===== config.mk =====
export PLATFORM = sky130hd
export DESIGN_NAME = serial_frame_router
export DESIGN_NICKNAME = d
export VERILOG_FILES = /design/src/rtl/serial_frame_router.sv
export SDC_FILE = /design/constraint.sdc
export NUM_CORES = 1
export LEC_CHECK = 0
export CAP_MARGIN = 20
export CORE_MARGIN = 2
export CORE_UTILIZATION = 54
export CTS_CLUSTER_DIAMETER = 60
export DETAILED_ROUTE_END_ITERATION = 8
export HOLD_SLACK_MARGIN = 0.03
export PLACE_DENSITY_LB_ADDON = 0.08
export SETUP_SLACK_MARGIN = 0.1
export SLEW_MARGIN = 20
export SYNTH_ARGS = -nofsm -noshare
export SYNTH_HDL_FRONTEND = slang
export SYNTH_SLANG_ARGS = --single-unit

===== constraint.sdc =====
create_clock -name clk -period 1.9 [get_ports clk]
set_input_delay 0.38 -clock clk [delete_from_list [all_inputs] [get_ports clk]]
set_output_delay 0.38 -clock clk [all_outputs]
set_load 0.03 [all_outputs]

===== src/rtl/serial_frame_router.sv =====
// Serial frame receiver: start bit, LSB-first address and length, turnaround, then repeatable
// (L+1)-bit bursts routed to the channel named by the address. SFR_PARITY_EN adds burst parity.
module serial_frame_router #(
    parameter int ADDR_W = 6,
    parameter int LEN_W  = 6,
    parameter int N_CH   = 8
) (
    input  logic              clk,
    input  logic              rst,
    input  logic              si,
    output logic              data_out,
    output logic [N_CH-1:0]   ch_valid,
    output logic [ADDR_W-1:0] addr_out,
    output logic [LEN_W-1:0]  len_out,
    output logic              busy,
    output logic              frame_done,
`ifdef SFR_PARITY_EN
    output logic              par_err,
`endif
    output logic              addr_err
);

    localparam int CNT_W = (ADDR_W > LEN_W) ? ADDR_W : LEN_W;
    localparam logic [CNT_W-1:0] ADDR_LAST = CNT_W'(ADDR_W - 1);
    localparam logic [CNT_W-1:0] LEN_LAST  = CNT_W'(LEN_W - 1);

    typedef enum logic [2:0] {
        StIdle,
        StAddr,
        StLen,
        StLoad,
        StData,
`ifdef SFR_PARITY_EN
        StPar,
`endif
        StSpacer
    } state_e;

    state_e              r_state;
    logic [CNT_W-1:0]    r_bcnt;
    logic [ADDR_W-1:0]   r_addr_sh;
    logic [LEN_W-1:0]    r_len_sh;
    logic [LEN_W-1:0]    r_dcnt;
`ifdef SFR_PARITY_EN
    logic                r_par;
`endif

    logic [ADDR_W-1:0]   w_addr_next;
    logic [LEN_W-1:0]    w_len_next;
    logic [N_CH-1:0]     w_onehot;
    logic                w_addr_ok;

    // LSB-first shift: each new bit enters at the top and moves down.
    if (ADDR_W > 1) begin : g_addr_sh
        assign w_addr_next = {si, r_addr_sh[ADDR_W-1:1]};
    end else begin : g_addr_bit
        assign w_addr_next = si;
    end

    if (LEN_W > 1) begin : g_len_sh
        assign w_len_next = {si, r_len_sh[LEN_W-1:1]};
    end else begin : g_len_bit
        assign w_len_next = si;
    end

    // Out-of-range addresses match no channel, so ch_valid stays zero for them.
    always_comb begin
        w_onehot = '0;
        for (int k = 0; k < N_CH; k++) begin
            if (addr_out == ADDR_W'(k)) begin
                w_onehot[k] = 1'b1;
            end
        end
    end

    assign w_addr_ok = ({1'b0, addr_out} < (ADDR_W + 1)'(N_CH));
    assign busy      = (r_state != StIdle);

    always_ff @(posedge clk) begin
        if (rst) begin
            r_state    <= StIdle;
            r_bcnt     <= '0;
            r_addr_sh  <= '0;
            r_len_sh   <= '0;
            r_dcnt     <= '0;
            data_out   <= 1'b0;
            ch_valid   <= '0;
            addr_out   <= '0;
            len_out    <= '0;
            frame_done <= 1'b0;
            addr_err   <= 1'b0;
`ifdef SFR_PARITY_EN
            r_par      <= 1'b0;
            par_err    <= 1'b0;
`endif
        end else begin
            data_out   <= 1'b0;
            ch_valid   <= '0;
            frame_done <= 1'b0;
            addr_err   <= 1'b0;
`ifdef SFR_PARITY_EN
            par_err    <= 1'b0;
`endif
            unique case (r_state)
                StIdle: begin
                    if (!si) begin
                        r_state <= StAddr;
                        r_bcnt  <= '0;
                    end
                end
                StAddr: begin
                    r_addr_sh <= w_addr_next;
                    if (r_bcnt == ADDR_LAST) begin
                        addr_out <= w_addr_next;
                        r_bcnt   <= '0;
                        r_state  <= StLen;
                    end else begin
                        r_bcnt <= r_bcnt + 1'b1;
                    end
                end
                StLen: begin
                    r_len_sh <= w_len_next;
                    if (r_bcnt == LEN_LAST) begin
                        r_bcnt   <= '0;
                        r_state  <= StLoad;
                        // Raised on entry so the pulse coincides with the LOAD cycle.
                        addr_err <= !w_addr_ok;
                    end else begin
                        r_bcnt <= r_bcnt + 1'b1;
                    end
                end
                StLoad: begin
                    len_out <= r_len_sh;
                    r_dcnt  <= r_len_sh;
                    r_state <= StData;
`ifdef SFR_PARITY_EN
                    r_par   <= 1'b0;
`endif
                end
                StData: begin
                    data_out <= si;
                    ch_valid <= w_onehot;
`ifdef SFR_PARITY_EN
                    r_par    <= r_par ^ si;
`endif
                    if (r_dcnt == '0) begin
`ifdef SFR_PARITY_EN
                        r_state <= StPar;
`else
                        r_state <= StSpacer;
`endif
                    end else begin
                        r_dcnt <= r_dcnt - 1'b1;
                    end
                end
`ifdef SFR_PARITY_EN
                StPar: begin
                    par_err <= (si != r_par);
                    r_state <= StSpacer;
                end
`endif
                StSpacer: begin
                    if (si) begin
                        frame_done <= 1'b1;
                        r_state    <= StIdle;
                    end else begin
                        r_dcnt  <= len_out;
                        r_state <= StData;
`ifdef SFR_PARITY_EN
                        r_par   <= 1'b0;
`endif
                    end
                end
                default: r_state <= StIdle;
            endcase
        end
    end

endmodule

# Word-level counts from Yosys, hierarchy flattened
# Index checks and enable logic that the tools add are counted.
# Widths: inputs -> output; s select.
[totals] reg_bits=50 inputBits=3 output_inout_bits=24 word_cells=73
[classes] n_addsub=2 order_cmp=1 n_eq_ne=19 muxes=21 bitwise=4 reduce_logical=15
[ops] operator="$eq 6x3->1 const B" count=5
[ops] operator="$mux 6" count=4
[ops] operator="$pmux 3 s6" count=1
[ops] operator="$pmux 6 s3" count=1
[ops] operator="$mux 3" count=5
[ops] operator="$eq 6x2->1 const B" count=2
[ops] operator="$logic_not 6->1" count=2
[ops] operator="$ne 2x2->1 const B" count=6
[ops] operator="$pmux 6 s2" count=1
[ops] operator="$mux 1" count=9
[ops] operator="$add 6x1->6 const B" count=1
[ops] operator="$eq 3x2->1 const B" count=2
[ops] operator="$eq 3x3->1 const B" count=2
[ops] operator="$eq 6x1->1 const B" count=1
[ops] operator="$lt 6x4->1 const B" count=1
[ops] operator="$reduce_bool 3->1" count=2
[ops] operator="$reduce_or 2->1" count=3
[ops] operator="$sub 6x1->6 const B" count=1
[ops] operator="$not 1->1" count=4
[ops] operator="$reduce_and 2->1" count=2
[ops] operator="$reduce_and 4->1" count=1
[ops] operator="$eq 3x1->1 const B" count=1
[ops] operator="$logic_not 3->1" count=1
[ops] operator="$reduce_and 3->1" count=1
[ops] operator="other kinds (3)" count=3

# Depth between registers and ports, before layout
# Gate-level depths: netlist of run 1.
[depth] ltp_word=4 ltp_mapped=7 mapped_depth_nobuf=6

# Worst setup path after synthesis of run 1
# Ideal clock, no wire load.
[synth_timing] kind="register to register" from="register r_state[0]" to="register r_dcnt[0]" setup_time_ns=0.134 t_arrival_ns=1.555 required_time_ns=1.766 setup_slack_ns=0.210 path_stages_with_launch=7 path_buffers=2 period_less_slack_ns=1.690 cell_sequence="dfxtp_1 or3b_1 buf_2 or3_1 buf_6 a21oi_1 a311oi_2"
[synth_via] elab_chain_len=3 word_cells_on_any_way=8 classes_between="eq/ne: 5; mux: 1; reduce/logical: 2"
[synth_rtl] element="from (decl)" line_no="39" source="state_e r_state;"
[synth_rtl] element="from (signal assigned)" line_no="81" source="r_state <= StIdle;"
[synth_rtl] element="from (signal assigned)" line_no="107" source="r_state <= StAddr;"
[synth_rtl] element="from (signal assigned)" line_no="116" source="r_state <= StLen;"
[synth_rtl] element="$eq 3x3->1 or $eq 3x2->1 (tied branches)" line_no="104" source="unique case (r_state)"
[synth_rtl] element="$ne 2x2->1 (no source line) or $reduce_bool 3->1 (tied branches)"
[synth_rtl] element="$reduce_and 3->1 (no source line)"
[synth_rtl] element="to (signal assigned)" line_no="134" source="r_dcnt <= r_len_sh;"
[synth_rtl] element="to (signal assigned)" line_no="153" source="r_dcnt <= r_dcnt - 1'b1;"
[synth_rtl] element="to (signal assigned)" line_no="167" source="r_dcnt <= len_out;"
[synth_rtl] element="to (decl)" line_no="43" source="logic [LEN_W-1:0] r_dcnt;"
# Several ways; a longest one is shown, not always the timed one.
# A chain may end at the register's enable or synchronous reset.

# Worst setup path in the final report of run 1
[layout_timing] from="register r_state[0]" to="output port busy"
[layout_via] elab_chain_len=1
[layout_rtl] element="$reduce_bool 3->1" line_no="77" source="assign busy = (r_state != StIdle);"
[layout_rtl] element="to (decl)" line_no="15" source="output logic busy,"
# No other way between the ends.

==> results of run 1 <==
[tightest hold or removal path: stages (launching register included)]
cell and delay, ps:
dfxtp_1 340, mux2i_1 70, nor2_1 70
[layout by cell type, fill, tap and decap left out, types with 2 or more instances in the layout]
master           Yosys  layout
nor2_1              44      44
mux2i_1             25      24
a21oi_1              9       9
a211oi_1             5       5
clkdlybuf4s50_1      0      19
dlygate4sd2_1        0       3
nor3b_1              2       2
nand2b_1             4       4
buf_4                1      13
dlymetal6s2s_1       0       3
nand3_1              3       3
nor4_1               2       2
and3_1               2       2
dfxtp_1             49      49
o21ai_0              6       6
a31oi_1              2       2
xor2_1               7       7
or3_1                5       5
inv_1                6       6
nor3_1              10       9
nand4_1              2       2
ha_1                 4       4
and2_1               2       2
a311oi_2             2       2
nand3b_1             3       3
clkbuf_8             0       7
nand2_1              8       8
[through the flow]
step	power [mW]	worst slack, ps	util	instances	cell area, sq um
final	1.81	155	0.669	318	2640
after global placement	1.15	10.8	0.639	310	2520
after detailed placement	1.15	-8.11	0.639	310	2520
after floorplan	1.12	210	-	237	2170
after CTS	1.84	106	0.665	318	2620
after global routing	1.88	89.4	0.669	318	2640
[area by class of cell]
type                            instances  area (sq um)
Fill cell                             316          1310
Clock buffer                            7          96.3
Clock inverter                          1          8.76
Timing Repair Buffer                   39           372
Inverter                                6          22.5
Tap cell                               50          62.6
Sequential cell                        49           981
Multi-Input combinational cell        166          1090
[flip-flops by register name, summed over array words and instances, names as in the netlist]
signal and cells:
addr_out 6, r_len_sh 6, data_out 1, r_addr_sh 5, frame_done 1, len_out 6, ch_valid 8, r_state 3
r_dcnt 6, r_bcnt 6, addr_err 1
[power breakdown]
| group | switching [mW] | leakage [nW] | total [mW] | internal [mW] |
|---|---|---|---|---|
| Combinational | 0.0499 | 0.597 | 0.0861 | 0.0362 |
| Sequential | 0.00642 | 0.395 | 1.04 | 1.03 |
| Clock | 0.352 | 0.0549 | 0.688 | 0.336 |
[routing by layer]
layer / vias to the layer above / routed length, microns
li1: 885 / -
met1: 801 / 2300
met2: 28 / 1850
met3: 5 / 148
met4: 0 / 74
met5: - / 0
[kinds of logic after synthesis]
kind of cell    share of synthesized area
compound gates                      0.114
buf+inv                            0.0473
simple gates                        0.215
fa+ha+maj                          0.0231
flops                               0.452
mux                                 0.121
xor+xnor                           0.0283
[repair_timing]
item                                    in CTS  in global routing
setup buffers                                0                  0
endpoints found under the hold margin        0                  0
resized for setup                            3                  5
gates cloned                                 0                  0
endpoints found under the setup margin       3                  8
[path summary, 6_finish.rpt]
check              startpoint     endpoint  slack [ps]  cells past startpoint
hold / removal    r_len_sh[4]  r_len_sh[3]         510                      2
hold reg to reg   r_len_sh[4]  r_len_sh[3]         510                      2
setup reg to reg    r_dcnt[2]    r_dcnt[0]         200                      4
setup / recovery   r_state[0]         busy         150                      3
==> flow_results.xml, run 1 <==
<?xml version="1.0" encoding="UTF-8"?>
<metrics>
  <group name="outcome">
    <metric name="run_status" unit="">completed</metric>
  </group>
  <group name="setup_path">
    <metric name="cp-end-kind" unit="">primary output</metric>
    <metric name="cp.required" unit="ps">1520</metric>
    <metric name="cp_cell_sequence" unit="">buf_4 &gt; or3_1 &gt; buf_4</metric>
    <metric name="timing.critical_path.arrival" unit="ps">1370</metric>
    <metric name="timing.critical_path.max_delay_family" unit="">buffers and inverters</metric>
    <metric name="crit_path_frequent_cell" unit="">buf_4</metric>
    <metric name="cp_max_fo" unit="">24</metric>
    <metric name="cpPeakStageDelay" unit="ps">360</metric>
    <metric name="path_buf_inv" unit="">2</metric>
    <metric name="path_class" unit="">register to primary output</metric>
    <metric name="critical-path-slowest-cell" unit="">or3_1</metric>
    <metric name="cp-start-kind" unit="">register</metric>
  </group>
  <group name="sta">
    <metric name="totalNegativeSetupSlack" unit="ps">0</metric>
    <metric name="fin_skew" unit="ps">8.50</metric>
    <metric name="relSlewSlack" unit="">0.760</metric>
    <metric name="rsz0062_at_grt" unit="">yes</metric>
    <metric name="final.min_clock_period" unit="ps">1750</metric>
    <metric name="slew_violations" unit="">0</metric>
    <metric name="report.final.setup_viol" unit="">0</metric>
    <metric name="max_freq" unit="GHz">0.573</metric>
    <metric name="timing.final.crit_share" unit="">0.918</metric>
    <metric name="timing_hold_violations_final" unit="">0</metric>
    <metric name="final_hold_slack" unit="ps">506</metric>
    <metric name="worst_slew_pin_slew" unit="ps">354</metric>
  </group>
  <group name="cts">
    <metric name="hold_buffers" unit="">0</metric>
    <metric name="tritoncts_clock_tree" unit="">yes</metric>
    <metric name="worst_skew_pair.late_latency" unit="ps">310</metric>
    <metric name="cts-htree-levels" unit="">2</metric>
    <metric name="sinks_on_clock_net" unit="">49</metric>
    <metric name="cts-buffers-inserted" unit="">5</metric>
    <metric name="cts_root_buffer" unit="">clkbuf_8</metric>
    <metric name="clockBufferDepth" unit="">2</metric>
    <metric name="clk_pin_slew" unit="ps">90</metric>
  </group>
  <group name="yosys">
    <metric name="ys.flop_type" unit="">dfxtp_1</metric>
    <metric name="synth_cell_type_count" unit="">46</metric>
    <metric name="syn_area" unit="sq um">2170</metric>
    <metric name="synth.yosys.warnings" unit="">0</metric>
    <metric name="synth.avg_cell_area" unit="sq um">9.15</metric>
    <metric name="netlist.area_leader.share" unit="">0.452</metric>
    <metric name="synth_top_cells_by_area" unit="">dfxtp_1 45%, mux2i_1 12%, nor2_1 7.6%</metric>
    <metric name="share_of_synthesized_area_occupied_by_flip_flops_and_latches" unit="">0.452</metric>
    <metric name="synthesis.nets" unit="">244</metric>
    <metric name="ys_top_cells_by_count" unit="">49 x dfxtp_1, 44 x nor2_1, 25 x mux2i_1</metric>
    <metric name="synth-async-reset-ratio" unit="">0</metric>
    <metric name="synth.largest_area_cell" unit="">dfxtp_1</metric>
    <metric name="synth_edf_count" unit="">0</metric>
    <metric name="post_synth_inst_count" unit="">237</metric>
    <metric name="synth.most_common_cell" unit="">dfxtp_1</metric>
    <metric name="yosys_register_bits" unit="">49</metric>
  </group>
  <group name="floorplan">
    <metric name="core_area" unit="sq um">3940</metric>
    <metric name="ioPinCount" unit="">27</metric>
    <metric name="start_util" unit="">0.550</metric>
    <metric name="die_area" unit="sq um">4540</metric>
    <metric name="number_of_rows_in_the_core_area" unit="">23</metric>
    <metric name="die_h" unit="microns">67.4</metric>
    <metric name="dieWidth" unit="microns">67.4</metric>
  </group>
  <group name="power_and_ir_drop">
    <metric name="p_leak" unit="nW">1.05</metric>
    <metric name="max-vdd-ir-drop" unit="mV">0.614</metric>
    <metric name="powerDensity" unit="nW/um^2">688</metric>
  </group>
  <group name="grt">
    <metric name="global_route.overflow_total" unit="">0</metric>
    <metric name="use_met2" unit="">0.334</metric>
    <metric name="grt_start_max_net_pins" unit="">31</metric>
    <metric name="global_route.usage.met3" unit="">0.0600</metric>
    <metric name="grt_pass1_wl" unit="microns">7440</metric>
    <metric name="first_global_vias" unit="">1647</metric>
    <metric name="antenna_found_initial" unit="">0</metric>
    <metric name="gr-usage-met1" unit="">0.300</metric>
    <metric name="gr-usage-all-layers" unit="">0.221</metric>
    <metric name="grt_most_used_layer" unit="">met2</metric>
  </group>
  <group name="final_layout">
    <metric name="area.growth.synth_to_final" unit="%">21.6</metric>
    <metric name="nets" unit="">274</metric>
    <metric name="num_antenna_cells" unit="">0</metric>
    <metric name="post_route_cells_drive_above_1_share" unit="">0.116</metric>
  </group>
  <group name="placement">
    <metric name="numPortBuffers" unit="">26</metric>
    <metric name="hpwl" unit="microns">3050</metric>
    <metric name="gpl.final_weighted_congestion" unit="">0.784</metric>
  </group>
  <group name="run">
    <metric name="cap_viol_max_count" unit="">0</metric>
  </group>
  <group name="detailed_routing">
    <metric name="first_pass_iters" unit="">4</metric>
    <metric name="drc" unit="">0</metric>
    <metric name="vias" unit="">1719</metric>
    <metric name="dr.first_iter.drc_count" unit="">138</metric>
    <metric name="route.detailed.wl_per_inst" unit="microns">13.7</metric>
    <metric name="via_per_inst" unit="">5.41</metric>
    <metric name="antenna_left" unit="">0</metric>
    <metric name="finalWirelength" unit="microns">4370</metric>
  </group>
  <group name="worst_hold_path">
    <metric name="min-delay-path-class" unit="">register to register</metric>
  </group>
</metrics>
Note: power is estimated with default switching activity, not from simulation.
==> inputs of run 2 (changes only) <==
==> constraint.sdc (replaced) <==
create_clock -name clk -period 1.9 [get_ports clk]
set_input_delay 0.19 -clock clk [delete_from_list [all_inputs] [get_ports clk]]
set_output_delay 0.19 -clock clk [all_outputs]
set_load 0.03 [all_outputs]
==> flow_results.xml, run 2 (same netlist as run 1, synthesis figures left out) <==
<?xml version="1.0" encoding="UTF-8"?>
<metrics>
  <group name="outcome">
    <metric name="run_status" unit="">completed</metric>
  </group>
  <group name="detailed_routing">
    <metric name="antenna_left" unit="">0</metric>
    <metric name="dr.first_iter.drc_count" unit="">105</metric>
    <metric name="drc" unit="">0</metric>
    <metric name="finalWirelength" unit="microns">4340</metric>
    <metric name="via_per_inst" unit="">5.36</metric>
    <metric name="route.detailed.wl_per_inst" unit="microns">13.5</metric>
    <metric name="vias" unit="">1716</metric>
    <metric name="first_pass_iters" unit="">4</metric>
  </group>
  <group name="setup_path">
    <metric name="cp.required" unit="ps">1710</metric>
    <metric name="cp-end-kind" unit="">primary output</metric>
    <metric name="path_buf_inv" unit="">1</metric>
    <metric name="path_class" unit="">register to primary output</metric>
    <metric name="cpPeakStageDelay" unit="ps">720</metric>
    <metric name="timing.critical_path.arrival" unit="ps">1510</metric>
    <metric name="cp_max_fo" unit="">8</metric>
    <metric name="cp-start-kind" unit="">register</metric>
    <metric name="timing.critical_path.max_delay_family" unit="">buffers and inverters</metric>
    <metric name="cp_cell_sequence" unit="">clkdlybuf4s50_1</metric>
    <metric name="critical-path-slowest-cell" unit="">clkdlybuf4s50_1</metric>
  </group>
  <group name="floorplan">
    <metric name="die_h" unit="microns">67.4</metric>
    <metric name="die_area" unit="sq um">4540</metric>
    <metric name="core_area" unit="sq um">3940</metric>
    <metric name="number_of_rows_in_the_core_area" unit="">23</metric>
    <metric name="start_util" unit="">0.550</metric>
    <metric name="ioPinCount" unit="">27</metric>
    <metric name="dieWidth" unit="microns">67.4</metric>
  </group>
  <group name="placement">
    <metric name="placed_cells_incl_taps" unit="">312</metric>
    <metric name="numPortBuffers" unit="">26</metric>
    <metric name="gpl.final_weighted_congestion" unit="">0.831</metric>
    <metric name="hpwl" unit="microns">3150</metric>
  </group>
  <group name="final_layout">
    <metric name="final-instance-count-excl-fill" unit="">320</metric>
    <metric name="fillCellCount" unit="">321</metric>
    <metric name="area.growth.synth_to_final" unit="%">21.2</metric>
    <metric name="multi_input_comb_area" unit="sq um">1100</metric>
    <metric name="nets" unit="">276</metric>
    <metric name="final_core_utilization" unit="">0.667</metric>
    <metric name="largest_reg_flops" unit="">8</metric>
    <metric name="layout.cells.most_common" unit="">dfxtp_1</metric>
    <metric name="register_area" unit="sq um">981</metric>
    <metric name="mostFrequentLayoutCells" unit="">49 x dfxtp_1, 44 x nor2_1, 25 x mux2i_1, 25 x clkdlybuf4s50_1, 15 x buf_4</metric>
    <metric name="largest-register" unit="">ch_valid</metric>
    <metric name="post_route_cells_drive_above_1_share" unit="">0.122</metric>
    <metric name="num_antenna_cells" unit="">0</metric>
  </group>
  <group name="worst_hold_path">
    <metric name="min-delay-path-class" unit="">register to register</metric>
  </group>
  <group name="sta">
    <metric name="fin_skew" unit="ps">6.20</metric>
    <metric name="relSlewSlack" unit="">0.757</metric>
    <metric name="worst_slew_pin_slew" unit="ps">359</metric>
    <metric name="final_hold_slack" unit="ps">501</metric>
    <metric name="final.min_clock_period" unit="ps">1700</metric>
    <metric name="totalNegativeSetupSlack" unit="ps">0</metric>
    <metric name="slew_violations" unit="">0</metric>
    <metric name="report.final.setup_viol" unit="">0</metric>
    <metric name="max_freq" unit="GHz">0.589</metric>
    <metric name="timing.final.crit_share" unit="">0.893</metric>
    <metric name="timing_hold_violations_final" unit="">0</metric>
    <metric name="rsz0062_at_grt" unit="">no</metric>
  </group>
  <group name="cts">
    <metric name="clk_pin_slew" unit="ps">90</metric>
    <metric name="cts-htree-levels" unit="">2</metric>
    <metric name="worst_skew_pair.late_latency" unit="ps">310</metric>
    <metric name="sinks_on_clock_net" unit="">49</metric>
    <metric name="tritoncts_clock_tree" unit="">yes</metric>
    <metric name="clockBufferDepth" unit="">2</metric>
    <metric name="cts-buffers-inserted" unit="">5</metric>
    <metric name="cts_root_buffer" unit="">clkbuf_8</metric>
    <metric name="cts.repair_timing.setup_buffer_count" unit="">0</metric>
  </group>
  <group name="grt">
    <metric name="global_route.overflow_total" unit="">0</metric>
    <metric name="grt_pass1_wl" unit="microns">7530</metric>
    <metric name="antenna_found_initial" unit="">0</metric>
    <metric name="use_met2" unit="">0.334</metric>
    <metric name="grt_start_max_net_pins" unit="">17</metric>
    <metric name="global_route.usage.met3" unit="">0.0450</metric>
    <metric name="grt_most_used_layer" unit="">met2</metric>
    <metric name="gr-usage-met1" unit="">0.310</metric>
    <metric name="gr-usage-all-layers" unit="">0.221</metric>
    <metric name="first_global_vias" unit="">1641</metric>
  </group>
  <group name="run">
    <metric name="cap_viol_max_count" unit="">0</metric>
  </group>
  <group name="power_and_ir_drop">
    <metric name="powerDensity" unit="nW/um^2">665</metric>
    <metric name="p_leak" unit="nW">0.977</metric>
    <metric name="max-vdd-ir-drop" unit="mV">0.535</metric>
  </group>
</metrics>
==> run 2: final cells by class <==
type	instances	share of cell area
Multi-Input combinational cell	166	0.419
Sequential cell	49	0.373
Timing Repair Buffer	41	0.141
Clock buffer	5	0.0262
Tap cell	50	0.0238
Clock inverter	3	0.00856
Inverter	6	0.00856
==> run 2: through the flow <==
step           power (mW)  cell area [sq um]  setup WS [ps]
2_1_floorplan        1.12               2170            210
3_3_place_gp         1.15               2520            194
3_5_place_dp         1.15               2520            128
4_1_cts              1.78               2620            152
5_1_grt              1.82               2630            124
6_report             1.75               2630            203
==> run 2: final timing paths <==
| path | endpoint | cells past startpoint | slack [ps] | start |
|---|---|---|---|---|
| max reg2reg | r_dcnt[0] | 4 | 270 | r_state[2] |
| min reg2reg | addr_out[0] | 2 | 500 | r_addr_sh[1] |
| max | addr_out[0] | 1 | 200 | addr_out[0] |
| min | addr_out[0] | 2 | 500 | r_addr_sh[1] |
==> run 2: timing repair <==
item	in CTS	in global routing
hold buffers	0	0
pin swaps	0	0
cloned	0	0
gates resized for setup	1	3
endpoints found under the setup margin	1	11
==> run 2: metal layers <==
metal / part of all wire / wire length, microns
met5: 0 / 0
met4: 0.015 / 65
met3: 0.030 / 128
met2: 0.43 / 1850
met1: 0.53 / 2290
==> run 2: report_power, final <==
part	switching [mW]	total [mW]	internal, mW
clock	0.362	0.624	0.261
combinational	0.0501	0.0864	0.0363
sequential	0.00646	1.04	1.03
total	0.419	1.75	1.33
==> run 2: tightest hold or removal path: cells and delay by family, from the launching register on <==
| kind | cells | cell delay [ps] |
|---|---|---|
| flip-flops | 1 | 330 |
| multiplexers | 1 | 70 |
| AND/OR/NAND/NOR | 1 | 70 |
==> inputs of run 3 (changes only) <==
SKIP_CTS_REPAIR_TIMING = 1   (was not set)
SKIP_LAST_GASP = 1   (was not set)
==> flow_results.xml, run 3 (same netlist as run 1, synthesis figures left out) <==
<?xml version="1.0" encoding="UTF-8"?>
<metrics>
  <group name="sta">
    <metric name="timing.final.crit_share" unit="">0.893</metric>
    <metric name="report.final.setup_viol" unit="">0</metric>
    <metric name="fin_skew" unit="ps">6.69</metric>
    <metric name="max_freq" unit="GHz">0.590</metric>
    <metric name="totalNegativeSetupSlack" unit="ps">0</metric>
    <metric name="timing_hold_violations_final" unit="">0</metric>
    <metric name="final_hold_slack" unit="ps">501</metric>
    <metric name="final.min_clock_period" unit="ps">1700</metric>
    <metric name="relSlewSlack" unit="">0.757</metric>
    <metric name="rsz0062_at_grt" unit="">no</metric>
    <metric name="worst_slew_pin_slew" unit="ps">359</metric>
    <metric name="slew_violations" unit="">0</metric>
    <metric name="pnr_worst_setup_slack" unit="ps">204</metric>
  </group>
  <group name="detailed_routing">
    <metric name="finalWirelength" unit="microns">4350</metric>
    <metric name="antenna_left" unit="">0</metric>
    <metric name="drc" unit="">0</metric>
    <metric name="first_pass_iters" unit="">4</metric>
    <metric name="via_per_inst" unit="">5.37</metric>
    <metric name="vias" unit="">1717</metric>
    <metric name="route.detailed.wl_per_inst" unit="microns">13.6</metric>
    <metric name="dr.first_iter.drc_count" unit="">105</metric>
  </group>
  <group name="final_layout">
    <metric name="nets" unit="">276</metric>
    <metric name="largest_reg_flops" unit="">8</metric>
    <metric name="num_antenna_cells" unit="">0</metric>
    <metric name="register_area" unit="sq um">981</metric>
    <metric name="layout.cells.most_common" unit="">dfxtp_1</metric>
    <metric name="postLayoutCellArea" unit="sq um">2630</metric>
    <metric name="area.growth.synth_to_final" unit="%">21.4</metric>
    <metric name="post_route_cells_drive_above_1_share" unit="">0.122</metric>
    <metric name="multi_input_comb_area" unit="sq um">1100</metric>
    <metric name="largest-register" unit="">ch_valid</metric>
    <metric name="mostFrequentLayoutCells" unit="">49 x dfxtp_1, 44 x nor2_1, 25 x mux2i_1, 25 x clkdlybuf4s50_1, 15 x buf_4</metric>
    <metric name="final_core_utilization" unit="">0.668</metric>
    <metric name="fillCellCount" unit="">322</metric>
  </group>
  <group name="placement">
    <metric name="dpl_worst_slack" unit="ps">128</metric>
    <metric name="numPortBuffers" unit="">26</metric>
    <metric name="gpl.final_weighted_congestion" unit="">0.831</metric>
    <metric name="hpwl" unit="microns">3150</metric>
    <metric name="place_area" unit="sq um">2520</metric>
  </group>
  <group name="cts">
    <metric name="worst_skew_pair.late_latency" unit="ps">310</metric>
    <metric name="cts-buffers-inserted" unit="">5</metric>
    <metric name="sinks_on_clock_net" unit="">49</metric>
    <metric name="cts-htree-levels" unit="">2</metric>
    <metric name="cts_root_buffer" unit="">clkbuf_8</metric>
    <metric name="clk_pin_slew" unit="ps">90</metric>
    <metric name="clockBufferDepth" unit="">2</metric>
    <metric name="tritoncts_clock_tree" unit="">yes</metric>
  </group>
  <group name="setup_path">
    <metric name="timing.critical_path.max_delay_family" unit="">buffers and inverters</metric>
    <metric name="path_class" unit="">register to primary output</metric>
    <metric name="cp_max_fo" unit="">8</metric>
    <metric name="critical-path-slowest-cell" unit="">clkdlybuf4s50_1</metric>
    <metric name="path_buf_inv" unit="">1</metric>
    <metric name="cp.required" unit="ps">1710</metric>
    <metric name="cp-end-kind" unit="">primary output</metric>
    <metric name="cpPeakStageDelay" unit="ps">720</metric>
    <metric name="timing.critical_path.arrival" unit="ps">1510</metric>
    <metric name="cp-start-kind" unit="">register</metric>
    <metric name="cp_cell_sequence" unit="">clkdlybuf4s50_1</metric>
  </group>
  <group name="power_and_ir_drop">
    <metric name="cellInternalPower" unit="mW">1.33</metric>
    <metric name="p_clk_frac" unit="">0.356</metric>
    <metric name="sequential_power_share" unit="">0.594</metric>
    <metric name="p_leak" unit="nW">0.987</metric>
    <metric name="powerDensity" unit="nW/um^2">664</metric>
    <metric name="sw_frac_of_total" unit="">0.239</metric>
    <metric name="power_share_of_the_combinational_group" unit="">0.050</metric>
    <metric name="max-vdd-ir-drop" unit="mV">0.534</metric>
    <metric name="p_sw" unit="mW">0.418</metric>
  </group>
  <group name="outcome">
    <metric name="run_status" unit="">completed</metric>
  </group>
  <group name="floorplan">
    <metric name="die_area" unit="sq um">4540</metric>
    <metric name="die_h" unit="microns">67.4</metric>
    <metric name="ioPinCount" unit="">27</metric>
    <metric name="number_of_rows_in_the_core_area" unit="">23</metric>
    <metric name="core_area" unit="sq um">3940</metric>
    <metric name="dieWidth" unit="microns">67.4</metric>
    <metric name="start_util" unit="">0.550</metric>
  </group>
  <group name="grt">
    <metric name="global_route.overflow_total" unit="">0</metric>
    <metric name="first_global_vias" unit="">1641</metric>
    <metric name="antenna_found_initial" unit="">0</metric>
    <metric name="grt_start_max_net_pins" unit="">17</metric>
    <metric name="grt_pass1_wl" unit="microns">7530</metric>
    <metric name="gr-usage-all-layers" unit="">0.221</metric>
  </group>
  <group name="run">
    <metric name="cap_viol_max_count" unit="">0</metric>
  </group>
  <group name="worst_hold_path">
    <metric name="min-delay-path-class" unit="">register to register</metric>
  </group>
</metrics>
## run 3: changes by cell type in the layout (fill, tap and decap cells not counted), sizes merged
cell	before	now
dlymetal6s2s	0	1
dlygate4sd2	1	0
## run 3: cell type report
cell class | count | area share
inverters | 6 | 0.00855
multi-input cells | 166 | 0.418
clock inverters | 3 | 0.00855
repair buffers | 41 | 0.143
well taps | 50 | 0.0238
clock buffers | 5 | 0.0261
flip-flops and latches | 49 | 0.372
## run 3: path summary, 6_finish.rpt
check / from / slack, ps / to / cells past startpoint
worst max-delay path: addr_out[0] / 200 / addr_out[0] / 1
worst min-delay path: r_addr_sh[1] / 500 / addr_out[0] / 2
worst max register to register: r_state[2] / 260 / r_dcnt[0] / 4
worst min register to register: r_addr_sh[1] / 500 / addr_out[0] / 2
## run 3: power groups by stage
stage	registers, mW	clock network [mW]	logic [mW]
after global routing	1.04	0.677	0.0973
after global placement	1.06	0	0.0863
final	1.04	0.623	0.0872
after detailed placement	1.06	0	0.0879
after floorplan	1.06	0	0.0562
after CTS	1.04	0.648	0.0882
## run 3: per-layer routing
layer | part of all wire | vias up | global-route usage
met1 | 0.52 | 791 | 0.310
met3 | 0.034 | 5 | 0.0450
met5 | 0 | - | 0
met2 | 0.43 | 24 | 0.334
li1 | - | 897 | -
met4 | 0.015 | 0 | 0.0842
## run 3: through the flow
| step | total power [mW] | std cells |
|---|---|---|
| 2_1_floorplan | 1.12 | 237 |
| 3_3_place_gp | 1.15 | 312 |
| 3_5_place_dp | 1.15 | 312 |
| 4_1_cts | 1.78 | 320 |
| 5_1_grt | 1.82 | 320 |
| 6_report | 1.75 | 320 |
